[src/rtl/tlb_line_cache.sv]
// Fully-associative translation cache holding whole 8-PTE leaf lines.
// Misses start a single walk; the returned line is cached for later hits.
module tlb_line_cache #(
  parameter int BUS_DATA_WIDTH = 64,
  parameter int ENTRIES = 4
) (
  input  logic                        clk,
  input  logic                        reset,
  input  logic                        flush,
  input  logic                        req_valid,
  input  logic [BUS_DATA_WIDTH-1:0]   req_vaddr,
  output logic                        req_ready,
  output logic                        resp_valid,
  output logic [BUS_DATA_WIDTH-1:0]   resp_paddr,
  output logic                        resp_fault,
  output logic                        walk_enable,
  output logic [BUS_DATA_WIDTH-1:0]   walk_vaddr,
  input  logic                        walk_ready,
  input  logic [BUS_DATA_WIDTH*8-1:0] walk_pte_array
);

  localparam int IW = $clog2(ENTRIES);
  localparam int LW = BUS_DATA_WIDTH * 8;

  typedef enum logic [2:0] {
    IDLE, LOOKUP, WREQ, WDROP, WWAIT, FILL
  } state_t;

  state_t state;
  state_t state_nx;

  logic [ENTRIES-1:0]        valid;
  logic [32:0]               tag [ENTRIES];
  logic [LW-1:0]             line [ENTRIES];
  logic [IW-1:0]             rr_ptr;
  logic [BUS_DATA_WIDTH-1:0] vaddr_q;
  logic                      drop_fill;
  logic [BUS_DATA_WIDTH-1:0] paddr_q;
  logic                      fault_q;

  logic                      hit;
  logic [IW-1:0]             hit_idx;
  logic                      has_free;
  logic [IW-1:0]             free_idx;
  logic [IW-1:0]             victim;
  logic [2:0]                pidx;
  logic [LW-1:0]             src_line;
  logic [BUS_DATA_WIDTH-1:0] pte;
  logic                      fault;
  logic [BUS_DATA_WIDTH-1:0] paddr;
  logic                      accept;
  logic                      fill_wr;
  logic                      unused_bits;

  always_comb begin
    hit = 1'b0;
    hit_idx = '0;
    for (int i = 0; i < ENTRIES; i++) begin
      if (valid[i] && tag[i] == vaddr_q[47:15]) begin
        hit = 1'b1;
        hit_idx = IW'(i);
      end
    end
  end

  // Descending scan leaves the lowest invalid index selected.
  always_comb begin
    has_free = 1'b0;
    free_idx = '0;
    for (int i = ENTRIES - 1; i >= 0; i--) begin
      if (!valid[i]) begin
        has_free = 1'b1;
        free_idx = IW'(i);
      end
    end
  end

  assign victim = has_free ? free_idx : rr_ptr;

  assign pidx = vaddr_q[14:12];
  assign src_line = (state == FILL) ? walk_pte_array
                                    : line[hit_idx];
  assign pte = src_line[int'(pidx)*BUS_DATA_WIDTH +: BUS_DATA_WIDTH];
  assign fault = !pte[0];
  assign paddr = fault ? '0
                       : {8'b0, pte[53:10], vaddr_q[11:0]};
  assign unused_bits = ^{pte[63:54], pte[9:1]};

  always_comb begin
    state_nx = state;
    unique case (state)
      IDLE:   if (req_valid && !flush) state_nx = LOOKUP;
      LOOKUP: state_nx = (hit && !flush) ? IDLE : WREQ;
      WREQ:   state_nx = WDROP;
      WDROP:  if (!walk_ready) state_nx = WWAIT;
      WWAIT:  if (walk_ready) state_nx = FILL;
      FILL:   state_nx = IDLE;
      default: state_nx = IDLE;
    endcase
  end

  always_comb begin
    req_ready = 1'b0;
    resp_valid = 1'b0;
    walk_enable = 1'b0;
    resp_paddr = '0;
    resp_fault = 1'b0;
    walk_vaddr = '0;
    if (!reset) begin
      req_ready = (state == IDLE) && !flush;
      resp_valid = (state == LOOKUP && hit && !flush)
                || (state == FILL);
      walk_enable = (state == WREQ);
      resp_paddr = resp_valid ? paddr : paddr_q;
      resp_fault = resp_valid ? fault : fault_q;
      walk_vaddr = vaddr_q;
    end
  end

  assign accept = req_ready && req_valid;
  assign fill_wr = (state == FILL) && !drop_fill && !flush;

  always_ff @(posedge clk) begin
    if (reset) begin
      state <= IDLE;
      valid <= '0;
      rr_ptr <= '0;
      vaddr_q <= '0;
      drop_fill <= 1'b0;
      paddr_q <= '0;
      fault_q <= 1'b0;
    end else begin
      state <= state_nx;
      if (accept) begin
        vaddr_q <= req_vaddr;
        drop_fill <= 1'b0;
      end
      if (resp_valid) begin
        paddr_q <= paddr;
        fault_q <= fault;
      end
      // A flush during an outstanding walk still answers but must not cache.
      if (flush) begin
        valid <= '0;
        rr_ptr <= '0;
        if (state inside {WREQ, WDROP, WWAIT, FILL})
          drop_fill <= 1'b1;
      end else if (fill_wr) begin
        valid[victim] <= 1'b1;
        if (!has_free) rr_ptr <= rr_ptr + 1'b1;
      end
    end
  end

  always_ff @(posedge clk) begin
    if (!reset && fill_wr) begin
      tag[victim] <= vaddr_q[47:15];
      line[victim] <= walk_pte_array;
    end
  end

endmodule

[config.mk]
export PLATFORM = sky130hd
export DESIGN_NAME = tlb_line_cache
export DESIGN_NICKNAME = d
export VERILOG_FILES = /design/src/rtl/tlb_line_cache.sv
export SDC_FILE = /design/constraint.sdc
export NUM_CORES = 2
export LEC_CHECK = 0
export BUFFER_PORTS_ARGS = -buffer_cell sky130_fd_sc_hd__buf_2
export CAP_MARGIN = 20
export CORE_UTILIZATION = 25
export CTS_BUF_LIST = sky130_fd_sc_hd__clkbuf_8
export DETAILED_ROUTE_END_ITERATION = 16
export GPL_TIMING_DRIVEN = 0
export PLACE_DENSITY = 0.44
export SYNTH_ARGS = -nofsm -noshare
export SYNTH_HDL_FRONTEND = slang
export SYNTH_SLANG_ARGS = --single-unit
[constraint.sdc]
create_clock -name clk -period 43.8 [get_ports clk]
set_input_delay 0 -clock clk [delete_from_list [all_inputs] [get_ports clk]]
set_output_delay 0 -clock clk [all_outputs]
set_load 0.1 [all_outputs]
==> impl_metrics.tcl <==
set metrics [dict create \
    min_delay_path_depth 4 \
    worst-r2r-cell-count 14 \
    summed_negative_setup_slack_over_all_endpoints_ns 0 \
    grt_util_all_layers_pct 20.8 \
    power.static_leakage_nw 33.5 \
    start_kind "register" \
    max_clock_freq_ghz 0.128 \
    cp_max_fo 10 \
    die_x_microns 534 \
    detailedPlacementHpwl_microns 218000 \
    area_of_the_die_sq_um 285000 \
    final_net_count 7678 \
    yosys_most_used_dff "edfxtp_1" \
    maximum_buffer_depth_of_the_clock_tree 4 \
    post-cts-setup-buffer-count 0 \
    ctsHtreeMaxLevel 5 \
    number_of_routed_nets_with_antenna_violations 0 \
    layout.cells.non_filler 11121 \
    place.detailed.instances 9627 \
    post_synth_inst_count 5115 \
    core_sq_um 282000 \
    worst_slew_margin_relative_to_its_limit_pct 17.9 \
    grt_setup_unrepaired "no" \
    timing.hold.ws_ns 0.125 \
    timing.hold.worst.class "input port to register" \
    placed_cell_area_sq_um 80700 \
    place.gp.congestion 0.826 \
    cts_root_buffer "clkbuf_8" \
    maxSlewViolCount 0 \
    timing.critical_path.required_ns 43.80 \
    die_h_microns 534 \
    fp-row-count 195 \
    most_common_cell_after_layout_fill_and_taps_aside "edfxtp_1" \
    routed_via_density 4.90 \
    final_layout_size_suffix_gt1_share_pct 19.2 \
    pin_count 713 \
    grt_start_max_net_pins 15 \
    tritoncts.num_buffers 316 \
    fin_skew_ns 0.134 \
    async_reset_ff_share_pct 0 \
    overflow_left_after_global_routing 0 \
    timing.critical_path.arrival_ns 7.79 \
    area_growth_pct 34.7 \
    utilization_pct 33.8 \
    synth_area_per_cell_sq_um 13.8 \
    synth.yosys.seq_area_share_pct 70.4 \
    dp_slack_ns 36.83 \
    clock_sinks 1703 \
    dr_total_vias 54467 \
    mostFrequentLayoutCells "1,572 x edfxtp_1, 894 x dlygate4sd3_1, 674 x buf_2, 501 x a21oi_1, 407 x o21ai_0" \
    buffer_ports.inserted 552 \
    fin_crit_ns 7.79 \
    postRouteWirelength_microns 305000 \
    ys_warn_count 0 \
    synthesis.area_sq_um 70800 \
    cellPowerDensity_nw_per_um2 35.3 \
    grt_pass1_wl_microns 422000 \
    worst_skew_pair.late_latency_ns 1.01 \
    n_fill_cell 28356 \
    cts_tree "done" \
    cts.repair.resized 0 \
    floorplan.initialDensity_pct 25.1 \
    synth.distinct_cells 61 \
    firstDrtPassIters 8 \
    antenna_violations_before_repair 180 \
    path_clk_slew_ns 0.06 \
    irDropWorstVdd_mv 0.0235 \
    drt_iter0_markers 4866 \
    synth-edff-count 1572 \
    critical_path_endpoint_category "output port" \
    path_class "register to output port" \
    timing_hold_violations_final 0 \
    synth-seq-cells 1703 \
    timing_worst_slew_pin_value_ns 1.23 \
    design_area_sq_um 95400 \
    cap_violations 0 \
    finalSetupViolCount 0 \
    timing.final.crit_share_pct 17.8 \
    final.setup.worst_slack_ns 36.01 \
    detail_route.wl_per_cell_microns 27.5 \
    drc_errors_left 0 \
    report.power.total_mw 3.37 \
    first_global_vias 55028 \
    outcome "complete, no violations" \
]
Yosys cell counts (69+ instances only):
library cell  instances  share of area (%)
mux2_2              102                1.6
o221ai_1            209                2.6
o21ai_0             407                2.9
dfxtp_1             131                3.7
buf_2               122               0.86
nor3_1               98               0.69
mux2_1               69                1.1
a21o_1              126                1.3
a21oi_1             501                3.5
a31oi_1             196                1.7
mux2i_1              85                1.2
nor2_1              107               0.57
xnor2_1              90                1.1
a211oi_1            146                1.5
clkbuf_1            287                1.5
inv_1               102               0.54
o21a_1               87               0.92
nor2b_1              74               0.65
nand2_1             221                1.2
edfxtp_1           1572                 67
metal layers:
| metal | up-vias | wire length, microns | global-route usage (%) |
|---|---|---|---|
| met5 | - | 676 | 0 |
| met4 | 108 | 12000 | 7.83 |
| met3 | 615 | 21900 | 4.53 |
| met2 | 2261 | 143000 | 34.0 |
| met1 | 27427 | 128000 | 26.8 |
| li1 | 24056 | - | - |
worst max-delay path, stage by stage, from the launching register on:
cell      delay, ns
dfxtp_1        0.36
buf_2          0.20
xnor2_1        0.35
nand4_1        0.20
nor3_1         0.56
and3_1         0.24
buf_2          0.21
buf_4          0.35
buf_2          0.61
buf_2          0.76
buf_2          0.58
o221ai_1       0.21
a21oi_1        0.74
nor3_1         0.23
o221ai_1       0.56
buf_2          0.54
final cells by class:
cell class	instances	area, sq um	share of cell area, %
Sequential cell	1703	49800	52.3
Multi-Input combinational cell	2866	18700	19.6
Timing Repair Buffer	1657	14100	14.8
Tap cell	3743	4680	4.91
Clock buffer	329	4530	4.75
Buffer	450	1940	2.04
Clock inverter	211	971	1.02
Inverter	103	387	0.405
Antenna cell	59	148	0.155
power by group:
part,switching (mW),internal [mW]
registers,0.00239,1.78
clock network,0.701,0.700
logic,0.102,0.0846
sequential cells by signal, indices dropped and copies added, names as in the netlist:
name and cells:
valid 4, paddr_q 56, drop_fill 1, tag 132, vaddr_q 64, state 3
fault_q 1, rr_ptr 2, line 1440
worst paths after layout:
path / startpoint / endpoint / slack (ns)
worst min register to register: paddr_q[26] / paddr_q[26] / 0.46
worst max register to register: vaddr_q[17] / paddr_q[55] / 37.76
worst max-delay path: vaddr_q[17] / resp_paddr[55] / 36.01
worst min-delay path: reset / paddr_q[3] / 0.13
timing repair:
item / in CTS / in global routing
hold endpoints to repair: 1571 / 0
hold buffers: 894 / 0
endpoints found under the setup margin: 0 / 0
kinds of logic (layout without fill, tap and decap cells):
family | Yosys count | in the layout | synth area share, %
multiplexers | 257 | 257 | 3.94
flip-flops | 1703 | 1703 | 70.4
buffers and inverters | 553 | 2750 | 3.27
XOR/XNOR | 130 | 130 | 1.61
other | 1 | 67 | 0.00530
AO/OA/AOI/OAI | 1867 | 1867 | 16.7
AND/OR/NAND/NOR | 604 | 604 | 4.05
(Power assumes the default switching activity.)
